`config.mk`:
```
export PLATFORM = sky130hd
export DESIGN_NAME = router_output_channel
export DESIGN_NICKNAME = d
export VERILOG_FILES = /design/src/rtl/router_output_channel.sv
export SDC_FILE = /design/constraint.sdc
export NUM_CORES = 1
export LEC_CHECK = 0
export CORE_ASPECT_RATIO = 0.8
export CORE_UTILIZATION = 52
export CTS_BUF_LIST = sky130_fd_sc_hd__clkbuf_8
export DETAILED_ROUTE_END_ITERATION = 16
export GPL_TIMING_DRIVEN = 0
export PLACE_DENSITY = 0.75
export SYNTH_ARGS = -nofsm -noshare
export SYNTH_HDL_FRONTEND = slang
export SYNTH_SLANG_ARGS = --single-unit
```
`constraint.sdc`:
```
create_clock -name clk -period 7.6 [get_ports clk]
set_input_delay 1.14 -clock clk [delete_from_list [all_inputs] [get_ports clk]]
set_output_delay 1.14 -clock clk [all_outputs]
set_load 0.02 [all_outputs]
```
`src/rtl/router_output_channel.sv`:
```
// Transmit side of a mesh router port: two polarity-indexed virtual channel FIFOs
// filled from the crossbar and drained onto the downstream send/ready link.
module router_output_channel #(
  parameter int DATA_WIDTH = 64,
  parameter int DEPTH      = 2
) (
  input  logic                    clk,
  input  logic                    reset,
  input  logic                    i_polarity,
  input  logic                    i_data_valid,
  input  logic [DATA_WIDTH-1:0]   i_data_in,
  output logic                    o_buf_ready,
  input  logic                    i_ready_in,
  output logic                    o_send,
  output logic [DATA_WIDTH-1:0]   o_data_out,
  output logic [$clog2(DEPTH):0]  o_vc0_count,
  output logic [$clog2(DEPTH):0]  o_vc1_count
);

  // A single-entry VC still needs a 1-bit pointer; it simply never leaves zero.
  localparam int PW = (DEPTH > 1) ? $clog2(DEPTH) : 1;
  localparam int CW = $clog2(DEPTH) + 1;

  logic [PW-1:0]         r_head  [2];
  logic [PW-1:0]         r_tail  [2];
  logic [CW-1:0]         r_count [2];
  logic [DATA_WIDTH-1:0] r_mem   [2][DEPTH];
  logic                  r_send;
  logic [DATA_WIDTH-1:0] r_dataOut;

  logic                  w_wrVc;
  logic                  w_rdVc;
  logic                  w_doWrite;
  logic                  w_doRead;
  logic [DATA_WIDTH-1:0] w_rdData;

  function automatic logic [PW-1:0] nextPtr(input logic [PW-1:0] ptr);
    return (ptr == PW'(DEPTH - 1)) ? '0 : ptr + PW'(1);
  endfunction

  // Writer always targets VC[polarity], the link always drains the other one.
  assign w_wrVc      = i_polarity;
  assign w_rdVc      = ~i_polarity;
  assign o_buf_ready = !reset && (r_count[w_wrVc] != CW'(DEPTH));
  assign w_doWrite   = i_data_valid && o_buf_ready;
  assign w_doRead    = (r_count[w_rdVc] != '0) && i_ready_in;
  assign w_rdData    = r_mem[w_rdVc][r_head[w_rdVc]];

  always_ff @(posedge clk) begin
    if (reset) begin
      for (int v = 0; v < 2; v++) begin
        r_head[v]  <= '0;
        r_tail[v]  <= '0;
        r_count[v] <= '0;
      end
      r_send    <= 1'b0;
      r_dataOut <= '0;
    end else begin
      if (w_doWrite) begin
        r_tail[w_wrVc]  <= nextPtr(r_tail[w_wrVc]);
        r_count[w_wrVc] <= r_count[w_wrVc] + CW'(1);
      end
      if (w_doRead) begin
        r_head[w_rdVc]  <= nextPtr(r_head[w_rdVc]);
        r_count[w_rdVc] <= r_count[w_rdVc] - CW'(1);
        r_send          <= 1'b1;
        r_dataOut       <= w_rdData;
      end else begin
        r_send    <= 1'b0;
        r_dataOut <= '0;
      end
    end
  end

  // Payload storage carries no reset; stale entries are unreachable once counts clear.
  always_ff @(posedge clk) begin
    if (w_doWrite) begin
      r_mem[w_wrVc][r_tail[w_wrVc]] <= i_data_in;
    end
  end

  assign o_send      = r_send;
  assign o_data_out  = r_dataOut;
  assign o_vc0_count = r_count[0];
  assign o_vc1_count = r_count[1];

endmodule

```
==> key figures, run 1 <==
Synth
  • Post-synth EDFFs: 264
  • Post-Synthesis Cells: 595
  • Proportion of synthesized flip-flops having asynchronous set or reset: 0%
  • Syn nets: 666
  • Ys flop type: edfxtp_1
  • Synth Area per Inst: 19.5 um2
  • Yosys warns: 0
  • Mapped Area: 11,600 um2
  • Sequential share of the synthesized area: 79.6%
  • #FFs+latches synth: 329
  • Synth cell types: 24

Clock tree
  • Post-cts resize count: 0
  • CTS Sinks: 329
  • Clock Tree Root: clkbuf_8
  • Htree depth: 2
  • CTS Hold Bufs: 0
  • Clock buffer depth: 3
  • Clk Latency, worst-skew pair: 0.56 ns
  • Number of post-CTS setup repair buffers: 0
  • Reg clk slew, reported paths: 0.06 ns
  • CTS tree: built
  • CTS buffer count: 49

Cells and area
  • Most frequent cells in the layout: edfxtp_1, clkdlybuf4s50_1, mux2i_1, o22ai_1, dfxtp_1
  • Commonest non-fill, non-tap cell in the layout: edfxtp_1
  • Layout cells sized above 1: 21.2%
  • Final Non-Filler Cells: 1,133
  • Synthesis-to-finish area growth: 25.3%
  • Fill cells: 1,455
  • Final #Nets: 862

GRT
  • GR peak layer: met2
  • Total global-route track usage: 21.1%
  • Initial antenna violation count: 3
  • Largest net degree at the start of global routing: 28
  • Vias in the first global route: 6,480
  • M2 GR Usage: 35.1%
  • GR Util met3: 5.29%
  • Congestion Overflow GR: 0
  • Met1 Use GR: 27.8%
  • First-pass GRT wire length: 36.2 mm

Setup path
  • Critical path arrival: 3.22 ns
  • Critical path class: input pin to output pin
  • Crit-path most repeated cell: buf_6
  • CP max stage delay: 0.70 ns
  • FF-to-FF path depth: 6
  • CP Max Fanout: 10
  • Critical path depth: 7
  • CP Cell Sequence: buf_6 -> buf_6 -> buf_2 -> mux2_2 -> ha_1 -> nor2_1 -> clkdlybuf4s50_1
  • Worst EP required: 6.46 ns
  • Critical Path Sink Type: output pin
  • Buffer and inverter count on the worst path: 4
  • Crit path launch type: input pin
  • Largest delay share family, worst path: buffers and inverters
  • CP max stage cell: clkdlybuf4s50_1

STA
  • Setup violators final: 0
  • Final period utilization: 57.4%
  • Fin. Hold Viols: 0
  • Final worst slack: 3.24 ns
  • Rel. slew slack: 37.7%
  • Layout Skew: 0.0216 ns
  • RSZ-0062 raised after global routing: false
  • Worst-Margin Slew: 0.932 ns
  • Max-slew violations: 0
  • Min cycle time layout: 4.36 ns
  • Fmax: 0.229 GHz

Pwr
  • Sw Pwr: 0.000819 W
  • Switching Fraction: 22.1%
  • Combinational share of power: 8.1%
  • Clk network pwr share: 37.5%
  • Flop pwr share: 54.4%
  • Leak pwr: 5.01 nW
  • Internal power: 0.00289 W
  • VDD IR-drop max: 0.157 mV
  • Power per cell area: 255 nW/um2

Placed design
  • RePlAce Congestion: 0.734
  • Setup WS pre-CTS: 3.24 ns
  • DP HPWL: 14.5 mm
  • Port bufs: 137
  • Placed cells: 1,040

Die
  • Die Y: 136 um
  • Initial core utilization: 53.4%
  • Site Rows: 48
  • Die ar.: 22,900 um2
  • I/O Pins: 139
  • Core ar.: 21,700 um2
  • Die width: 169 um

Drt
  • First-pass detailed-route iteration total: 5
  • Detailed-route via count: 6,204
  • Routed Antenna Nets: 0
  • WL final: 23.8 mm
  • Initial drt markers: 399
  • DRC violations left: 0
  • Wire per inst: 21.0 um
  • Avg Vias per Cell: 5.48

Worst hold path
  • Min-Delay Path Depth: 1
  • Hold WC Path Type: flop to flop

Status
  • Status: completed

Job
  • # Max-Cap Violations: 0
[power by group through the flow]
stage | clock network [W] | registers, W | logic, W
final | 0.00139 | 0.00202 | 0.000300
after global routing | 0.00150 | 0.00202 | 0.000319
after CTS | 0.00141 | 0.00202 | 0.000302
after detailed placement | 0 | 0.00206 | 0.000301
after global placement | 0 | 0.00206 | 0.000283
after floorplan | 0 | 0.00208 | 0.000128
[logic make-up (layout without fill, tap and decap cells)]
kind of cell / Yosys count / after routing / share of synthesized area [%]
other: 0 / 1 / 0
adders and majority gates: 2 / 2 / 0.216
buffers and inverters: 38 / 275 / 2.58
DFF: 329 / 329 / 79.6
muxes: 70 / 70 / 6.09
and+or+nand+nor: 24 / 24 / 1.16
AOI/OAI and AO/OA: 132 / 132 / 10.4
[registers in the layout, summed over array words and instances (netlist names)]
signal      cells
o_data_out     64
o_send          1
r_count         4
r_head          2
r_mem         256
r_tail          2
[synthesized netlist by cell type (2+ instances only)]
master    number  share of area (%)
a211oi_1       3               0.19
a211oi_2      60                6.5
a21oi_1        3               0.13
buf_2         17               0.73
buf_4          3               0.19
buf_6         16                1.6
dfxtp_1       65                 11
edfxtp_1     264                 68
ha_1           2               0.22
mux2i_1       68                5.9
nand2_1        2              0.065
nand2b_1       6               0.32
nand3b_1       3               0.19
nor2_1         6               0.19
nor2b_1        4               0.22
o22ai_1       65                3.5
[routing by layer]
metal / up-vias / share of wire [%] / routed length [um]
met1: 3124 / 43 / 10200
met2: 230 / 49 / 11600
met3: 40 / 6.7 / 1600
li1: 2810 / - / -
met4: 0 / 1.7 / 401
met5: - / 0 / 0
[metrics by stage]
step	util (%)	hold WS, ns	setup TNS, ns	total power (W)	instance area (um2)
final	66.9	0.543	0	0.00371	14500
after global routing	66.8	0.521	0	0.00384	14500
after CTS	66.8	0.528	0	0.00374	14500
after detailed placement	62.3	0.532	0	0.00236	13500
after global placement	61.4	0.493	-165.63	0.00234	13300
after floorplan	-	0.474	0	0.00221	11600
[path summary, 6_finish.rpt]
| check | from | to | slack (ns) |
|---|---|---|---|
| worst max register to register | r_count[0][1] | r_mem[0][101] | 4.68 |
| worst min-delay path | r_mem[1][126] | o_data_out[62] | 0.54 |
| worst min register to register | r_mem[1][126] | o_data_out[62] | 0.54 |
| worst max-delay path | i_polarity | o_buf_ready | 3.24 |
[layout make-up]
cell class | count | area [um2] | area share (%)
Sequential cell | 329 | 9230 | 63.5
Multi-Input combinational cell | 228 | 2100 | 14.5
Timing Repair Buffer | 145 | 1540 | 10.6
Clock buffer | 58 | 798 | 5.49
Tap cell | 300 | 375 | 2.58
Buffer | 37 | 295 | 2.03
Clock inverter | 34 | 189 | 1.30
Inverter | 1 | 3.75 | 0.0258
Antenna cell | 1 | 2.50 | 0.0172
No activity file was read; power rests on OpenSTA's default activity.
==> run 2, diff against run 1 <==
- clock period: 7.6 -> 4.4 ns (I/O delays scaled with it)
==> key figures, run 2 (synthesis results as in run 1) <==
Status
  • Status: completed

Setup path
  • R2R setup slack: 1.34 ns (-3.34 ns)
  • Critical Path Sink: r_mem[0][29]
  • Crit path launch type: input pin
  • Worst EP required: 4.64 ns (-1.82 ns)
  • CP Max Fanout: 24 (+14)
  • Critical Path Sink Type: flop
  • FF-to-FF path depth: 7 (+1)
  • Critical path class: input pin to flop
  • Reg-to-reg startpoint: r_count[1][1]
  • CP startpoint: i_polarity
  • Critical path arrival: 3.67 ns (+0.45 ns)
  • End of the worst register-to-register path: r_mem[0][29]

Clock tree
  • Htree depth: 2 (unchanged)
  • CTS Hold Bufs: 0 (unchanged)
  • CTS tree: built
  • Clock buffer depth: 3 (unchanged)
  • CTS Sinks: 329 (unchanged)
  • Reg clk slew, reported paths: 0.06 ns (about the same)
  • Number of post-CTS setup repair buffers: 0 (unchanged)
  • CTS buffer count: 49 (unchanged)
  • Clk Latency, worst-skew pair: 0.55 ns (about the same)
  • Clock Tree Root: clkbuf_8
  • Post-cts resize count: 0 (unchanged)

Pwr
  • Leak pwr: 4.99 nW (-0.50%)
  • Combinational share of power: 8.1% (about the same)
  • VDD IR-drop max: 0.272 mV (+74%)
  • Switching Fraction: 22.2% (+0.10 points)
  • Power per cell area: 437 nW/um2 (+71%)
  • Clk network pwr share: 36.8% (-0.7 points)
  • Flop pwr share: 55.1% (+0.7 points)
  • Sw Pwr: 0.00140 W (+71%)
  • Internal power: 0.00493 W (+70%)

STA
  • Fmax: 0.291 GHz
  • Final worst slack: 0.967 ns (-2.27 ns)
  • Max-slew violations: 0 (unchanged)
  • Layout Skew: 0.0140 ns (-0.00759 ns)
  • Min cycle time layout: 3.43 ns
  • Min Hold Slack: 0.522 ns (-0.0213 ns)
  • Worst-Margin Slew: 0.832 ns (-0.100 ns)
  • Setup violators final: 0 (unchanged)
  • RSZ-0062 raised after global routing: false
  • Fin. Hold Viols: 0 (unchanged)
  • Rel. slew slack: 44.4% (+6.7 points)
  • Final period utilization: 78.0%

Job
  • # Max-Cap Violations: 0 (unchanged)

GRT
  • Vias in the first global route: 6,486 (+0.093%)
  • First-pass GRT wire length: 35.1 mm (-2.8%)
  • Largest net degree at the start of global routing: 26 (-7.1%)
  • Total global-route track usage: 20.6% (-0.54 points)
  • Congestion Overflow GR: 0 (unchanged)
  • Initial antenna violation count: 0 (-3)

Drt
  • Detailed-route via count: 6,158 (-0.74%)
  • WL final: 23.4 mm (-1.7%)
  • Avg Vias per Cell: 5.44 (-0.57%)
  • Routed Antenna Nets: 0 (unchanged)
  • First-pass detailed-route iteration total: 4 (-1)
  • Wire per inst: 20.7 um (-1.5%)
  • Initial drt markers: 487 (+22%)
  • DRC violations left: 0 (unchanged)

Placed design
  • RePlAce Congestion: 0.754 (+2.7%)
  • Setup WS pre-CTS: 0.374 ns (-2.87 ns)
  • Area post-placement: 13,600 um2 (about the same)
  • Placed cells: 1,040 (unchanged)
  • DP HPWL: 14.4 mm (-0.24%)
  • Port bufs: 137 (unchanged)

Cells and area
  • Synthesis-to-finish area growth: 25.0%
  • Fill cells: 1,480 (+1.7%)
  • Multi-input gate area: 2100 um2 (unchanged)
  • Commonest non-fill, non-tap cell in the layout: edfxtp_1
  • Final Non-Filler Cells: 1,131 (-0.18%)
  • FF/Latch Area: 9230 um2 (unchanged)
  • Diodes inserted: 0 (-1)
  • Most frequent cells in the layout: edfxtp_1, clkdlybuf4s50_1, mux2i_1, o22ai_1, dfxtp_1
  • Largest register FFs: 256 (unchanged)
  • Final #Nets: 862 (unchanged)
  • Design Area, Final: 14,500 um2 (-0.24%)
  • Layout cells sized above 1: 21.1% (-0.095 points)

Die
  • Die Y: 136 um (unchanged)
  • Initial core utilization: 53.4% (unchanged)
  • I/O Pins: 139 (unchanged)
  • Die width: 169 um (unchanged)
  • Die ar.: 22,900 um2 (unchanged)
  • Site Rows: 48 (unchanged)
  • Core ar.: 21,700 um2 (unchanged)

Worst hold path
  • Hold WC Path Type: flop to flop
[run 2: changes by cell type in the layout (fill, tap and decap cells not counted), sizes merged]
cell	delta
inv	-3
diode	-1
clkinv	+6
clkbuf	-4
[run 2: worst max-delay path, cell delays in order]
cell,delay [ns]
buf_6,0.09
buf_6,0.16
buf_2,0.33
mux2_2,0.38
ha_1,0.18
nor2_1,0.20
nand3b_1,0.36
nor2_4,0.76
buf_12,0.30
buf_16,0.21
[run 2: stage by stage]
| stage | util, % | power, W | TNS [ns] |
|---|---|---|---|
| 6_report | 66.7 | 0.00633 | 0 |
| 5_1_grt | 66.7 | 0.00655 | 0 |
| 4_1_cts | 66.7 | 0.00639 | 0 |
| 3_5_place_dp | 62.3 | 0.00407 | 0 |
| 3_3_place_gp | 61.4 | 0.00404 | -341.23 |
| 2_1_floorplan | - | 0.00382 | -12.17 |
[run 2: power by group through the flow]
| stage | logic, W | registers (W) | clock network, W |
|---|---|---|---|
| 6_report | 0.000516 | 0.00349 | 0.00233 |
| 5_1_grt | 0.000547 | 0.00349 | 0.00251 |
| 4_1_cts | 0.000519 | 0.00349 | 0.00238 |
| 3_5_place_dp | 0.000518 | 0.00355 | 0 |
| 3_3_place_gp | 0.000488 | 0.00355 | 0 |
| 2_1_floorplan | 0.000223 | 0.00360 | 0 |
[run 2: worst min-delay path by stage]
stage / from / end / slack [ns] / depth (start not counted)
after floorplan: r_mem[1][126] / o_data_out[62] / 0.47 / 1
after global placement: r_mem[1][126] / o_data_out[62] / 0.49 / 1
after detailed placement: r_mem[1][126] / o_data_out[62] / 0.50 / 1
final: r_mem[1][126] / o_data_out[62] / 0.52 / 1
after global routing: r_mem[1][126] / o_data_out[62] / 0.53 / 1
after CTS: r_mem[1][126] / o_data_out[62] / 0.52 / 1
[run 2: final cells by class]
cell class,count,share of cell area (%)
clock inverters,37,1.41
plain buffers,37,2.04
inverters,1,0.0259
clock buffers,54,5.13
flip-flops and latches,329,63.7
multi-input cells,228,14.5
repair buffers,145,10.7
well taps,300,2.59
[run 2: per-layer routing]
layer	track usage, %	part of all wire, %
met3	3.97	5.1
met4	6.96	1.9
met1	27.8	44
met5	0	0
met2	33.9	49
==> run 3, diff against run 2 <==
- clock period: 4.4 -> 3.5 ns (I/O delays scaled with it)
==> key figures, run 3 (synthesis results as in run 1) <==
Drt
  • Initial drt markers: 447 (-8.2%)
  • DRC violations left: 0 (unchanged)
  • First-pass detailed-route iteration total: 7 (+3)
  • WL final: 23.3 mm (-0.36%)
  • Avg Vias per Cell: 5.41 (-0.58%)
  • Routed Antenna Nets: 0 (unchanged)
  • Wire per inst: 20.6 um (-0.45%)
  • Detailed-route via count: 6,128 (-0.49%)

STA
  • RSZ-0062 raised after global routing: false
  • Rel. slew slack: 38.1% (-6.3 points)
  • Final period utilization: 90.5%
  • Fmax: 0.316 GHz
  • Final worst slack: 0.331 ns (-0.636 ns)
  • Worst-Margin Slew: 0.927 ns (+0.0952 ns)
  • Min cycle time layout: 3.17 ns
  • Layout Skew: 0.0203 ns (+0.00635 ns)
  • Max-slew violations: 0 (unchanged)
  • Fin. Hold Viols: 0 (unchanged)
  • Setup violators final: 0 (unchanged)

Die
  • I/O Pins: 139 (unchanged)
  • Core ar.: 21,700 um2 (unchanged)
  • Initial core utilization: 53.4% (unchanged)
  • Die Y: 136 um (unchanged)
  • Die width: 169 um (unchanged)
  • Die ar.: 22,900 um2 (unchanged)
  • Site Rows: 48 (unchanged)

Cells and area
  • Synthesis-to-finish area growth: 25.0% (about the same)
  • Fill cells: 1,485 (+0.34%)
  • Layout cells sized above 1: 20.7% (-0.36 points)
  • Largest register FFs: 256 (unchanged)
  • Most frequent cells in the layout: edfxtp_1, clkdlybuf4s50_1, mux2i_1, o22ai_1, dfxtp_1
  • Commonest non-fill, non-tap cell in the layout: edfxtp_1
  • Design Area, Final: 14,500 um2 (about the same)
  • Final #Nets: 862 (unchanged)

Setup path
  • CP Max Fanout: 25 (+4.2%)
  • Crit path launch type: input pin
  • Critical path class: input pin to flop
  • Critical path arrival: 3.42 ns (-0.25 ns)
  • Critical Path Sink Type: flop
  • Worst EP required: 3.75 ns (-0.89 ns)

Clock tree
  • CTS tree: built
  • Post-cts resize count: 0 (unchanged)
  • Reg clk slew, reported paths: 0.06 ns (about the same)
  • Htree depth: 2 (unchanged)
  • Clk Latency, worst-skew pair: 0.56 ns (about the same)
  • Clock buffer depth: 3 (unchanged)
  • CTS Hold Bufs: 0 (unchanged)
  • CTS Sinks: 329 (unchanged)
  • CTS buffer count: 49 (unchanged)
  • Number of post-CTS setup repair buffers: 0 (unchanged)
  • Clock Tree Root: clkbuf_8

GRT
  • Vias in the first global route: 6,440 (-0.71%)
  • Initial antenna violation count: 1 (+1)
  • Largest net degree at the start of global routing: 29 (+12%)
  • Total global-route track usage: 20.9% (+0.29 points)
  • Congestion Overflow GR: 0 (unchanged)
  • First-pass GRT wire length: 35.8 mm (+1.9%)

Placed design
  • Setup WS pre-CTS: -0.278 ns (-0.652 ns)
  • DP HPWL: 14.3 mm (-0.86%)
  • RePlAce Congestion: 0.757 (+0.49%)
  • Area post-placement: 13,600 um2 (+0.11%)
  • Port bufs: 137 (unchanged)

Job
  • # Max-Cap Violations: 0 (unchanged)

Pwr
  • Tot Pwr: 0.00794 W (+25%)
  • Power per cell area: 548 nW/um2 (+25%)
  • Leak pwr: 4.99 nW (about the same)
  • VDD IR-drop max: 0.282 mV (+3.7%)

Worst hold path
  • Hold WC Path Type: input pin to flop

Status
  • Status: completed
run 3: cell types whose count changed in the layout (fill, tap and decap cells not counted):
cell,delta
nor2_1,-1
clkinv_1,+1
buf_12,-1
bufinv_16,-1
clkinv_2,-4
buf_16,+1
clkbuf_8,+1
diode_2,+1
inv_1,+3
nor2_4,+1
run 3: path summary, 6_finish.rpt:
path / from / endpoint / slack (ns) / depth (start not counted)
hold / removal: i_polarity / o_data_out[57] / 0.55 / 4
setup / recovery: i_polarity / r_mem[1][96] / 0.33 / 10
hold reg to reg: r_mem[1][126] / o_data_out[62] / 0.57 / 1
setup reg to reg: r_count[0][1] / r_mem[1][96] / 0.53 / 7
run 3: metal layers:
metal	global-route usage (%)	vias to the layer above	share of wire, %
met2	34.5	213	48
met4	6.56	0	1.9
met3	4.79	42	6.6
met1	27.8	3062	43
met5	0	-	0
li1	-	2811	-
run 3: stage by stage:
stage	TNS (ns)	util (%)	cells	hold WS, ns
global route	0	66.7	1131	0.537
floorplan	0	-	595	0.474
finish	0	66.7	1132	0.547
detailed placement	-15.57	62.4	1040	0.535
global placement	-208.22	61.6	1032	0.532
CTS	0	66.7	1131	0.532
run 3: critical path: stages:
cell and delay [ns]:
buf_6 0.09, buf_6 0.16, buf_2 0.30, mux2_2 0.38, ha_1 0.21, nor2_4 0.13, nand3_1 0.30, nor2b_4 0.83
buf_16 0.25, buf_12 0.20
run 3: area by class of cell:
class | count | area, um2 | area share [%]
multi-input cells | 228 | 2110 | 14.6
well taps | 300 | 375 | 2.59
plain buffers | 37 | 295 | 2.04
flip-flops and latches | 329 | 9230 | 63.7
clock inverters | 36 | 169 | 1.17
clock buffers | 55 | 757 | 5.22
diodes | 1 | 2.50 | 0.0173
repair buffers | 145 | 1550 | 10.7
inverters | 1 | 3.75 | 0.0259
run 3: report_power, final:
part	internal (W)	leakage (nW)	switching (W)
sequential	0.00435	2.93	0.0000358
clock	0.00151	0.553	0.00139
combinational	0.000285	1.50	0.000367
==> RTL edit (config.mk and constraints of run 3) <==
Put a register stage on the output `o_vc1_count`. The value now appears one clock later. The other outputs are not delayed to match.
--- a/src/rtl/router_output_channel.sv
+++ b/src/rtl/router_output_channel.sv
@@ -82,7 +82,9 @@
   assign o_send      = r_send;
   assign o_data_out  = r_dataOut;
   assign o_vc0_count = r_count[0];
-  assign o_vc1_count = r_count[1];
+  always_ff @(posedge clk) begin
+    o_vc1_count <= r_count[1];
+  end
 
 endmodule
 
Function: changed (Yosys sat finds a counterexample within 4 cycles, from zero or initial values).
==> RTL edit against run 3 <==
- power rose by 2.4%
- final area rose by 2.2%
- sequential share of layout area fell by 1.1 points
- global-route usage fell by 0.11 points
- sequential cell count rose by 2
- setup slack got worse by 170 ps
- non-clock buffer count rose by 6
- wire length rose by 0.46%
- count of clock-buffer cells in the layout rose by 8
- synthesized area rose by 0.59%
- final cell count rose by 0.62%
- critical path type unchanged
- largest cell class unchanged
==> RTL edit: results (changes against run 3) <==
clk_skew: 20.4 ps (was 20.3 ps)
status: finished clean (unchanged)
sequential area share after synthesis: 0.794 (was 0.796)
worst hold stages: 0 (was 4)
leakage: 0.00513 uW (was 0.00499 uW)
Synth area leaders: edfxtp_1 68%, dfxtp_1 11%, a211oi_2 6.4% (was edfxtp_1 68%, dfxtp_1 11%, a211oi_2 6.5%)
largest net degree at the start of global routing: 42 (was 29)
GR Util All Layers: 0.208 (was 0.209)
mux cell area share after synthesis: 0.0597 (was 0.0609)
actual slew at the worst max-slew pin: 1080 ps (was 927 ps)
CP max FO: 15 (was 25)
DR vias/cell: 5.40 (was 5.41)
gpl congestion: 0.755 (was 0.757)
Synth Area in Adders: 0.00214 (was 0.00216)
number of global-route vias before repair: 6521 (was 6440)
CP peak stage delay: 880 ps (was 830 ps)
Synth cell types: 26 (was 24)
reg2reg end: r_mem[0][26]$_DFFE_PP_ (was r_mem[1][96]$_DFFE_PP_)
compound-cell area share of the yosys netlist: 0.103 (was 0.104)
Max VDD drop: 0.299 mV (was 0.282 mV)
Place WS: -418 ps (was -278 ps)
antenna violations before repair: 0 (was 1)
M2 GR Usage: 0.347 (was 0.345)
Placed Cells: 1048 (was 1040)
r2r setup slk: 670 ps (was 530 ps)
Worst path top cell family by delay: buffers and inverters (was simple AND/OR/NAND/NOR gates)
[RTL edit: cell types whose count changed after synthesis, sizes merged]
cell and change:
nor2b -4, nor3b +3, dfxtp +2, nor2 -2, nor3 +2, and4 +1, mux2i -1, nand2 +1
[RTL edit: kinds of logic (layout without fill, tap and decap cells)]
group,after synthesis,in the layout
AOI/OAI and AO/OA,132,132
and+or+nand+nor,25,25
buffers and inverters,38,280
muxes,69,69
DFF,331,331
adders and majority gates,2,2
[RTL edit: final cells by class]
| cell class | instances | area share |
|---|---|---|
| Buffer | 37 | 0.0233 |
| Clock inverter | 28 | 0.00938 |
| Sequential cell | 331 | 0.626 |
| Tap cell | 300 | 0.0253 |
| Clock buffer | 63 | 0.0586 |
| Multi-Input combinational cell | 228 | 0.145 |
| Timing Repair Buffer | 151 | 0.112 |
| Inverter | 1 | 0.000253 |
